## src/rtl/iq_select_scheduler.sv

```systemverilog
// rtl/iq_select_scheduler.sv - wakeup/select controller for the 8-entry issue queue
//
// Tracks per-slot valid/issued/source-ready state and snoops two writeback tag
// broadcasts. On every edge it picks up to two eligible slots and presents them
// as registered pop requests to two execution ports. A port whose pop is not yet
// acknowledged holds its request and makes no new pick.
//
// Ports:
//   clk, reset                      clock, synchronous active-high reset
//   flush                           clears all state except alloc_err
//   alloc0/1, alloc_key0/1          dispatch writes (alloc0 is the older one)
//   alloc_tag_a/b0/1, alloc_rdy_a/b0/1  source tags and ready-at-dispatch bits
//   wake0/1, wake_tag0/1            writeback tag broadcasts
//   pop0/1, pop_key0/1              registered issue requests per port
//   ack0/1                          port accepts its current pop
//   free                            registered count of invalid slots
//   alloc_err                       sticky protocol error (cleared by reset only)
//
// Build option: define IQ_SCHED_AGE_EN to select the oldest eligible slot using
// an age matrix; otherwise the lowest eligible slot index wins.

module iq_select_scheduler #(
  parameter int NUM_ENTRIES = 8,
  parameter int KEY_W       = 3,
  parameter int TAG_W       = 6
) (
  input  logic             clk,
  input  logic             reset,
  input  logic             flush,
  input  logic             alloc0,
  input  logic [KEY_W-1:0] alloc_key0,
  input  logic [TAG_W-1:0] alloc_tag_a0,
  input  logic [TAG_W-1:0] alloc_tag_b0,
  input  logic             alloc_rdy_a0,
  input  logic             alloc_rdy_b0,
  input  logic             alloc1,
  input  logic [KEY_W-1:0] alloc_key1,
  input  logic [TAG_W-1:0] alloc_tag_a1,
  input  logic [TAG_W-1:0] alloc_tag_b1,
  input  logic             alloc_rdy_a1,
  input  logic             alloc_rdy_b1,
  input  logic             wake0,
  input  logic [TAG_W-1:0] wake_tag0,
  input  logic             wake1,
  input  logic [TAG_W-1:0] wake_tag1,
  output logic             pop0,
  output logic [KEY_W-1:0] pop_key0,
  output logic             pop1,
  output logic [KEY_W-1:0] pop_key1,
  input  logic             ack0,
  input  logic             ack1,
  output logic [KEY_W:0]   free,
  output logic             alloc_err
);

  logic [NUM_ENTRIES-1:0]            valid_q, issued_q, rdy_a_q, rdy_b_q;
  logic [NUM_ENTRIES-1:0][TAG_W-1:0] tag_a_q, tag_b_q;

  logic [NUM_ENTRIES-1:0]            valid_d, issued_d, rdy_a_d, rdy_b_d;
  logic [NUM_ENTRIES-1:0][TAG_W-1:0] tag_a_d, tag_b_d;

  logic [NUM_ENTRIES-1:0] hit_a, hit_b, ack_mask, live, elig, cand0, cand1;
  logic                   hold0, hold1;
  logic [KEY_W:0]         sel0, sel1;
  logic                   alloc0_ok, alloc1_ok, err_set;
  logic                   pop0_d, pop1_d;
  logic [KEY_W-1:0]       pop_key0_d, pop_key1_d;
  logic [KEY_W:0]         free_d;

  function automatic logic wake_hit(input logic [TAG_W-1:0] tag,
                                    input logic w0, input logic [TAG_W-1:0] t0,
                                    input logic w1, input logic [TAG_W-1:0] t1);
    return (w0 && (tag == t0)) || (w1 && (tag == t1));
  endfunction

`ifdef IQ_SCHED_AGE_EN
  // older_q[j][i] = 1 means slot j was allocated before slot i.
  logic [NUM_ENTRIES-1:0][NUM_ENTRIES-1:0] older_q, older_d;

  // Oldest candidate: no other candidate is older. Lowest index breaks any tie.
  function automatic logic [KEY_W:0] pick_best(
      input logic [NUM_ENTRIES-1:0]                  mask,
      input logic [NUM_ENTRIES-1:0][NUM_ENTRIES-1:0] older);
    logic [NUM_ENTRIES-1:0] oldest;
    logic [KEY_W:0]         r;
    oldest = '0;
    r      = '0;
    for (int i = 0; i < NUM_ENTRIES; i++) begin
      oldest[i] = mask[i];
      for (int j = 0; j < NUM_ENTRIES; j++) begin
        if (mask[j] && older[j][i]) oldest[i] = 1'b0;
      end
    end
    for (int i = NUM_ENTRIES - 1; i >= 0; i--) begin
      if (oldest[i]) r = {1'b1, KEY_W'(i)};
    end
    return r;
  endfunction
`else
  function automatic logic [KEY_W:0] pick_best(input logic [NUM_ENTRIES-1:0] mask);
    logic [KEY_W:0] r;
    r = '0;
    for (int i = NUM_ENTRIES - 1; i >= 0; i--) begin
      if (mask[i]) r = {1'b1, KEY_W'(i)};
    end
    return r;
  endfunction
`endif

  always_comb begin
    hit_a    = '0;
    hit_b    = '0;
    ack_mask = '0;
    for (int i = 0; i < NUM_ENTRIES; i++) begin
      hit_a[i] = wake_hit(tag_a_q[i], wake0, wake_tag0, wake1, wake_tag1);
      hit_b[i] = wake_hit(tag_b_q[i], wake0, wake_tag0, wake1, wake_tag1);
    end
    if (pop0 && ack0) ack_mask[pop_key0] = 1'b1;
    if (pop1 && ack1) ack_mask[pop_key1] = 1'b1;

    live  = valid_q & ~ack_mask;
    // Wakeups this cycle count toward this cycle's selection.
    elig  = live & ~issued_q & (rdy_a_q | hit_a) & (rdy_b_q | hit_b);
    hold0 = pop0 && !ack0;
    hold1 = pop1 && !ack1;

    cand0 = hold0 ? '0 : elig;
`ifdef IQ_SCHED_AGE_EN
    sel0  = pick_best(cand0, older_q);
`else
    sel0  = pick_best(cand0);
`endif
    cand1 = hold1 ? '0 : elig;
    if (sel0[KEY_W]) cand1[sel0[KEY_W-1:0]] = 1'b0;
`ifdef IQ_SCHED_AGE_EN
    sel1  = pick_best(cand1, older_q);
`else
    sel1  = pick_best(cand1);
`endif

    pop0_d     = hold0 ? 1'b1 : sel0[KEY_W];
    pop_key0_d = (!hold0 && sel0[KEY_W]) ? sel0[KEY_W-1:0] : pop_key0;
    pop1_d     = hold1 ? 1'b1 : sel1[KEY_W];
    pop_key1_d = (!hold1 && sel1[KEY_W]) ? sel1[KEY_W-1:0] : pop_key1;

    // A slot being acked this edge may be rewritten by dispatch.
    alloc0_ok = alloc0 && !live[alloc_key0];
    alloc1_ok = alloc1 && !live[alloc_key1] && !(alloc0 && (alloc_key1 == alloc_key0));
    err_set   = (alloc0 && !alloc0_ok) || (alloc1 && !alloc1_ok);

    valid_d  = live;
    issued_d = issued_q & ~ack_mask;
    rdy_a_d  = rdy_a_q | hit_a;
    rdy_b_d  = rdy_b_q | hit_b;
    tag_a_d  = tag_a_q;
    tag_b_d  = tag_b_q;
    if (sel0[KEY_W]) issued_d[sel0[KEY_W-1:0]] = 1'b1;
    if (sel1[KEY_W]) issued_d[sel1[KEY_W-1:0]] = 1'b1;

    if (alloc0_ok) begin
      valid_d[alloc_key0]  = 1'b1;
      issued_d[alloc_key0] = 1'b0;
      tag_a_d[alloc_key0]  = alloc_tag_a0;
      tag_b_d[alloc_key0]  = alloc_tag_b0;
      rdy_a_d[alloc_key0]  = alloc_rdy_a0 || wake_hit(alloc_tag_a0, wake0, wake_tag0, wake1, wake_tag1);
      rdy_b_d[alloc_key0]  = alloc_rdy_b0 || wake_hit(alloc_tag_b0, wake0, wake_tag0, wake1, wake_tag1);
    end
    if (alloc1_ok) begin
      valid_d[alloc_key1]  = 1'b1;
      issued_d[alloc_key1] = 1'b0;
      tag_a_d[alloc_key1]  = alloc_tag_a1;
      tag_b_d[alloc_key1]  = alloc_tag_b1;
      rdy_a_d[alloc_key1]  = alloc_rdy_a1 || wake_hit(alloc_tag_a1, wake0, wake_tag0, wake1, wake_tag1);
      rdy_b_d[alloc_key1]  = alloc_rdy_b1 || wake_hit(alloc_tag_b1, wake0, wake_tag0, wake1, wake_tag1);
    end

`ifdef IQ_SCHED_AGE_EN
    older_d = older_q;
    if (alloc0_ok) begin
      for (int j = 0; j < NUM_ENTRIES; j++) older_d[j][alloc_key0] = live[j];
      older_d[alloc_key0] = '0;
    end
    if (alloc1_ok) begin
      // alloc0 is the older of a same-cycle pair.
      for (int j = 0; j < NUM_ENTRIES; j++) begin
        older_d[j][alloc_key1] = live[j] || (alloc0_ok && (KEY_W'(j) == alloc_key0));
      end
      older_d[alloc_key1] = '0;
    end
`endif

    free_d = (KEY_W+1)'(NUM_ENTRIES);
    for (int i = 0; i < NUM_ENTRIES; i++) begin
      free_d = free_d - (KEY_W+1)'(valid_d[i]);
    end
  end

  always_ff @(posedge clk) begin
    if (reset || flush) begin
      valid_q  <= '0;
      issued_q <= '0;
      rdy_a_q  <= '0;
      rdy_b_q  <= '0;
      tag_a_q  <= '0;
      tag_b_q  <= '0;
      pop0     <= 1'b0;
      pop1     <= 1'b0;
      pop_key0 <= '0;
      pop_key1 <= '0;
      free     <= (KEY_W+1)'(NUM_ENTRIES);
`ifdef IQ_SCHED_AGE_EN
      older_q  <= '0;
`endif
      if (reset) alloc_err <= 1'b0;
    end else begin
      valid_q   <= valid_d;
      issued_q  <= issued_d;
      rdy_a_q   <= rdy_a_d;
      rdy_b_q   <= rdy_b_d;
      tag_a_q   <= tag_a_d;
      tag_b_q   <= tag_b_d;
      pop0      <= pop0_d;
      pop1      <= pop1_d;
      pop_key0  <= pop_key0_d;
      pop_key1  <= pop_key1_d;
      free      <= free_d;
`ifdef IQ_SCHED_AGE_EN
      older_q   <= older_d;
`endif
      alloc_err <= alloc_err || err_set;
    end
  end

endmodule
```

## config.mk

```make
export PLATFORM = sky130hd
export DESIGN_NAME = iq_select_scheduler
export DESIGN_NICKNAME = d
export VERILOG_FILES = /design/src/rtl/iq_select_scheduler.sv
export SDC_FILE = /design/constraint.sdc
export NUM_CORES = 1
export LEC_CHECK = 0
export ABC_AREA = 1
export BUFFER_PORTS_ARGS = -buffer_cell sky130_fd_sc_hd__buf_2
export CORE_MARGIN = 3
export CORE_UTILIZATION = 25
export CTS_BUF_LIST = sky130_fd_sc_hd__clkbuf_2 sky130_fd_sc_hd__clkbuf_4 sky130_fd_sc_hd__clkbuf_8
export DETAILED_ROUTE_END_ITERATION = 10
export PLACE_DENSITY = 0.41
export SETUP_SLACK_MARGIN = 0.4
export SYNTH_ARGS = -nofsm -noshare
export SYNTH_HDL_FRONTEND = slang
export SYNTH_SLANG_ARGS = --single-unit
```

## constraint.sdc

```tcl
create_clock -name clk -period 6 [get_ports clk]
set_clock_uncertainty 0.2 [all_clocks]
set_input_delay 1.2 -clock clk [delete_from_list [all_inputs] [get_ports clk]]
set_output_delay 1.2 -clock clk [all_outputs]
set_load 0.01 [all_outputs]
```

==> results of run 1 <==
==> area by class of cell <==
class	instances	share of cell area, %
inverters	197	6.322
well taps	532	5.691
multi-input cells	1253	55.10
clock buffers	18	2.118
clock inverters	13	1.433
repair buffers	102	5.113
flip-flops and latches	141	24.22
==> logic make-up (layout without fill, tap and decap cells) <==
family,after synthesis,after routing
flip-flops,141,141
XOR/XNOR,46,46
AO/OA/AOI/OAI,435,435
adder cells (fa/ha/maj),8,8
buffers and inverters,311,330
AND/OR/NAND/NOR,764,764
==> cells in the mapped netlist (all sizes together) (2+ instances only) <==
library cell    n  area (µm²)
nand2         509        1963
inv           196       735.7
o21ai         160       808.3
dfxtp         140        2803
nor2          105       439.2
a31oi          93       581.8
a21oi          64       324.1
nand3          62       340.3
clkbuf         60       225.2
buf            54       352.8
o22ai          54       337.8
nor3           45       225.2
xor2           32       280.3
o211ai         23       172.7
nand4          22       173.9
a221oi         17       148.9
xnor2          14       122.6
nand3b         11       102.6
or2             6       37.53
a2111oi         4       35.03
fa              4       80.08
ha              4       50.05
a22oi           3       22.52
o2111ai         3       32.53
a211oi          2       15.01
nor4            2       12.51
o21bai          2       15.01
o221ai          2       17.52
o31ai           2       15.01
o41ai           2       17.52
==> power by group <==
| part | total (mW) | switching (mW) | internal [mW] | leakage (nW) |
|---|---|---|---|---|
| clock | 0.870 | 0.448 | 0.422 | 0.199 |
| sequential | 0.975 | 0.0173 | 0.958 | 1.14 |
| combinational | 0.489 | 0.354 | 0.135 | 3.19 |
| total | 2.33 | 0.819 | 1.51 | 4.53 |
==> cells in the final DEF (no fill, tap or decap), drive strengths merged, types with 14 or more instances in the layout <==
master	n
a21oi	64
a221oi	17
a31oi	93
buf	102
clkbuf	18
dfxtp	140
inv	197
nand2	509
nand3	62
nand4	22
nor2	105
nor3	45
o211ai	23
o21ai	160
o22ai	54
xnor2	14
xor2	32
==> final timing paths <==
check        slack, ns                     to                     start  depth (start not counted)
max               0.90     free[3]$_SDFF_PP1_                      ack1                         24
min               0.29  tag_a_q[8]$_SDFF_PP0_     tag_a_q[8]$_SDFF_PP0_                          2
min reg2reg       0.29  tag_a_q[8]$_SDFF_PP0_     tag_a_q[8]$_SDFF_PP0_                          2
max reg2reg       1.29     free[3]$_SDFF_PP1_  pop_key1[2]$_SDFFE_PP0P_                         22
==> worst min-delay path: cells and delay by family (launching register included) <==
family          cells  cell delay, ns
compound gates      1            0.06
flops               1            0.33
simple gates        1            0.07
==> sequential cells by signal (all words and copies together), names as in the netlist <==
signal / cells
pop1: 1
valid_q: 8
alloc_err: 1
tag_b_q: 48
issued_q: 8
tag_a_q: 48
rdy_a_q: 8
free: 4
pop0: 1
pop_key0: 3
rdy_b_q: 8
pop_key1: 3
==> routing by layer <==
| metal | vias up | track usage (%) | wire [µm] |
|---|---|---|---|
| met5 | - | 0 | 0 |
| met4 | 0 | 8.984 | 1905 |
| met3 | 110 | 3.957 | 3952 |
| met2 | 533 | 38.27 | 24400 |
| met1 | 5800 | 32.09 | 23550 |
| li1 | 5702 | - | - |
==> stage by stage <==
step,instances,worst slack (ns)
final,2256,0.8956
after floorplan,1705,0.9291
after CTS,2256,0.9139
after global routing,2256,0.4970
after detailed placement,2225,0.3955
after global placement,2225,0.5094
==> summary.md, run 1 <==
| Metric | Value |
|---|---|
| Final setup TNS | 0 ns |
| Largest family of logic cells by synthesized area | simple AND/OR/NAND/NOR gates |
| Die area | approximately 0.045 mm² |
| Pwr Total | between 2 and 2.5 mW |
| GRT Residual Overflow | 0 |
| Post-CTS Hold Fix Bufs | 0 |
| Netlist cell types | between 50 and 60 |
| Share of cells above drive strength 1 | 11.66% |
| Crit path cell chain | buf_2 -> nand2_1 -> nor2_1 -> nand2_1 -> nor2_1 -> a21oi_1 -> nand2_1 -> nand2_1 -> o21ai_1 -> a221oi_1 -> o2111ai_1 -> nand2_1 -> inv_1 -> nand2_1 -> nand3_1 -> fa_1 -> inv_1 -> ha_1 -> inv_1 -> fa_1 -> inv_1 -> fa_1 -> ha_1 -> or2_2 |
| Pwr dens | around 200 mW/mm² |
| HP Class | reg -> reg |
| Register area | roughly 0.0028 mm² |
| # DRC | 0 |
| Gpl congestion | 0.8657 |
| CTS tree | yes |
| Die W | between 200 and 250 µm |
| Outcome | finished, final reports clean |
| Yosys reg bits | 141 |
| Worst setup SP type | input port |
| First-pass GRT wire length | around 78000 µm |
| Setup bufs post-CTS | 0 |
| Crit Path Class | in -> reg |
| Setup-failing EPs final | 0 |
| Synthesized area | around 0.011 mm² |
| Critical path data required time | 6.18 ns |
| RSZ-0062 raised after global routing | no |
| Ports | 68 |
| Relative slew slack | around 37% |
| Htree depth | 4 |
| Final nets | 1775 |
| Area of the core | a little over 0.04 mm² |
| Ys async rst share | 0% |
| Clock Sinks | roughly 140 |
| Num CTS Buffers | 17 |
| CP arrival | approximately 5.3 ns |
| Via/cell ratio | 5.383 |
| Ys Warns | 0 |
| Clk root buf | clkbuf_8 |
| Compound-Gate Fraction of Synth Area | between 20% and 30% |
| Max cap viols | 0 |
| Crit path time final | about 5.1 ns |
| Port Buffers | between 60 and 70 |
| DR vias | around 12000 |
| Mux contribution to synthesized area | 0% |
| Slew Limit Fails | 0 |
| Cells after Synth | between 1500 and 2000 |
| Mapped Nets | 1768 |
| Starting Density | approximately a quarter |
| Post-Place Cell Area | 0.01128 mm² |
| Area grow syn2layout | 10.67% |
| Initial antenna violation count | 0 |
| Family with the most delay on the worst path | adder cells |
| Clk Latency, worst-skew pair | 0.50 ns |
| Synth Area in XOR/XNOR | 3.812% |
| Cell mode on critical path | nand2_1 |
| Synth Area in Adders | 1.231% |
| Worst-path clk slew | 0.09 ns |
| Worst setup EP type | register |
| Synthesized area per cell | just over 6 µm² |
| Fmax | between 0.15 and 0.2 GHz |
| Cell Rows | 74 |
| Critical Path Fanout Max | 6 |
| Crit path largest cell delay | ~0.51 ns |
| Post-CTS resize count | 0 |
| Max Root-Sink Buffers | 2 |
| Gr usage total | a little under a quarter |
| Final instance area | around 0.012 mm² |
| EDFF count, synth | 1 |
| Multi-input gate area | between 0.006 and 0.007 mm² |
| Main synth FF type | dfxtp_1 |
| Fin crit share | a little under nine tenths |
| HPWL after detailed placement | about 34000 µm |
| Pleak | between 4 and 5 nW |
| Routed WL | ~54000 µm |
| Die Ht | 211.6 µm |
| Worst vdd ir | approximately 130 µV |
| Final Core Density | between 20 and 30% |
| Worst path slowest cell | fa_1 |
| Crit path buf inv count | 5 |
| WL/cell | 23.85 µm |
| Drt first-iter violations | between 1000 and 1500 |
| Worst-margin pin slew | 0.9396 ns |
| Antenna Cells | 0 |
| Largest net degree at the start of global routing | 48 |
| Post-DRT Antenna Nets | 0 |
| # fillers | around 4700 |
| First-pass iteration count of the detailed router | 6 |
| Final Hold Vio Count | 0 |
| Worst hold slack | 0.2932 ns |
| Vias in the first global route | between 10000 and 15000 |
| Simple-Gate Fraction of Synth Area | ~31% |
| Sequential fraction of the synthesis area | 26.80% |
(Power assumes the default switching activity.)
==> run 2, diff against run 1 <==
Clock period 6 ns to 5.4 ns, I/O delays scaled along.
==> run 2 against run 1 <==
Critical path depth did not move. Core utilization rose by 0.47 points. Hold slack improved by 0.0067 ns. Flip-flop and latch count did not move. Global-route usage rose by 0.12 points. Setup slack got worse by 0.31 ns. Total power rose by 15%. Die area did not move. Combinational power rose by 12%. Final area rose by 1.6%. Sequential power rose by 11%. Largest power group unchanged.
==> summary.md, run 2 (synthesis results as in run 1) <==
| Metric | Value |
|---|---|
| Pleak | 4.653 nW (+2.6%) |
| Area grow syn2layout | 12.49% |
| Via/cell ratio | 5.365 (-0.34%) |
| Worst hold slack | 0.2999 ns (+0.006658 ns) |
| Critical path data required time | 5.58 ns (-0.60 ns) |
| Final Hold Vio Count | 0 (unchanged) |
| Num CTS Buffers | 17 (unchanged) |
| Fmax | just over 0.2 GHz |
| Outcome | finished, final reports clean |
| Routed WL | 54400 µm (+1.1%) |
| Die W | 211.6 µm (unchanged) |
| Largest net degree at the start of global routing | 45 (-6.3%) |
| Final instance area | 0.01189 mm² (+1.6%) |
| Setup-failing EPs final | 0 (unchanged) |
| Area of the core | 0.04129 mm² (unchanged) |
| # DRC | 0 (unchanged) |
| Final Core Density | 28.79% (+0.47 points) |
| CTS tree | yes |
| Crit path time final | between 4 and 5 ns |
| Pwr dens | 225.2 mW/mm² (+13%) |
| Die area | 0.04478 mm² (unchanged) |
| Clk Latency, worst-skew pair | 0.50 ns (about the same) |
| Ports | 68 (unchanged) |
| Gr usage total | 23.93% (+0.12 points) |
| Largest registers | tag_a_q x48, tag_b_q x48 |
| Place WS | 0.09150 ns (-0.3040 ns) |
| Worst-margin pin slew | 0.9611 ns (+0.02153 ns) |
| Fin crit share | 89.21% |
| HPWL after detailed placement | 34910 µm (+1.2%) |
| Vias in the first global route | 11410 (+1.0%) |
| Post-CTS resize count | 0 (unchanged) |
| Htree depth | 4 (unchanged) |
| Worst setup margin | 0.5826 ns (-0.3130 ns) |
| Worst vdd ir | 126.6 µV (+0.17%) |
| Die Ht | 211.6 µm (unchanged) |
| Worst setup SP type | input port |
| Worst-path clk slew | 0.08 ns (about the same) |
| Final nets | 1793 (+1.0%) |
| Max cap viols | 0 (unchanged) |
| First-pass GRT wire length | 78160 µm (+0.83%) |
| Finished Layout Cells | 2275 (+0.84%) |
| Share of cells above drive strength 1 | 12.91% (+1.2 points) |
| Starting Density | 25.59% (unchanged) |
| Most frequent cells in the layout | nand2_1, inv_1, o21ai_0 |
| Setup bufs post-CTS | 0 (unchanged) |
| CP arrival | 4.99 ns (-0.29 ns) |
| Gpl congestion | 0.9098 (+5.1%) |
| DR vias | 12210 (+0.50%) |
| Post-Place Cell Area | 0.01142 mm² (+1.2%) |
| Clock Sinks | 141 (unchanged) |
| Commonest non-fill, non-tap cell in the layout | nand2_1 |
| Cell Rows | 74 (unchanged) |
| Critical path startpoint | ack1 |
| Drt first-iter violations | 1346 (+12%) |
| Pwr Total | 2.677 mW (+15%) |
| Post-CTS Hold Fix Bufs | 0 (unchanged) |
| Worst hold start | tag_a_q[28]$_SDFF_PP0_ |
| Initial antenna violation count | 1 (+1) |
| Crit Path Class | in -> reg |
| Post-DRT Antenna Nets | 0 (unchanged) |
| Clk root buf | clkbuf_8 |
| Worst setup EP type | register |
| R2R Path Start | pop_key1[1]$_SDFFE_PP0P_ |
| Final setup TNS | 0 ns (unchanged) |
| Critical Path Fanout Max | 6 (unchanged) |
| Relative slew slack | 35.77% (-1.4 points) |
| Slew Limit Fails | 0 (unchanged) |
| Max Root-Sink Buffers | 2 (unchanged) |
| HP Class | reg -> reg |
| Port Buffers | 67 (unchanged) |
| RSZ-0062 raised after global routing | no |
| WL/cell | 23.91 µm (+0.25%) |
| GRT Residual Overflow | 0 (unchanged) |
| Placed Cells | 2243 (+0.81%) |
| First-pass iteration count of the detailed router | 6 (unchanged) |
| Antenna Cells | 0 (unchanged) |
| # fillers | 4660 (+0.11%) |
==> run 2: final cells by class <==
class	count	area (µm²)	share of cell area, %
Inverter	197	739.5	6.220
Clock buffer	20	269.0	2.263
Tap cell	532	665.6	5.599
Timing Repair Buffer	120	733.2	6.167
Clock inverter	12	182.7	1.537
Sequential cell	141	2833	23.83
Multi-Input combinational cell	1253	6466	54.39
==> run 2: worst max-delay path: stages <==
cell and delay [ns]:
buf_2 0.11, nand2_1 0.10, nor2_2 0.16, nand2_1 0.09, o21ai_1 0.13, inv_1 0.08
nand2_1 0.08, inv_1 0.10, o21ai_1 0.17, a221oi_2 0.06, o2111ai_1 0.15, nand2_2 0.14
nor2_1 0.15, inv_1 0.07, nand2_1 0.09, nor2_1 0.07, fa_1 0.56, ha_1 0.15
inv_1 0.05, fa_1 0.51, inv_1 0.05, fa_1 0.36, ha_1 0.19, or2_2 0.28
==> run 2: path summary, 6_finish.rpt <==
check / to / slack (ns) / depth (start not counted)
worst max-delay path: free[3]$_SDFF_PP1_ / 0.58 / 24
worst min-delay path: tag_a_q[28]$_SDFF_PP0_ / 0.30 / 2
worst max register to register: free[3]$_SDFF_PP1_ / 0.89 / 21
worst min register to register: tag_a_q[28]$_SDFF_PP0_ / 0.30 / 2
==> run 2: routing by layer <==
layer / share of wire [%] / wire length [µm] / global-route usage (%) / up-vias
met5: 0 / 0 / 0 / -
met4: 2.8 / 1497 / 7.436 / 0
met3: 6.6 / 3604 / 3.764 / 79
met2: 46 / 24950 / 38.89 / 495
met1: 45 / 24350 / 32.67 / 5890
li1: - / - / - / 5742
==> run 2: power by group <==
| part | switching, mW | total [mW] | internal [mW] |
|---|---|---|---|
| clock | 0.504 | 1.04 | 0.539 |
| sequential | 0.0196 | 1.08 | 1.06 |
| combinational | 0.394 | 0.550 | 0.156 |
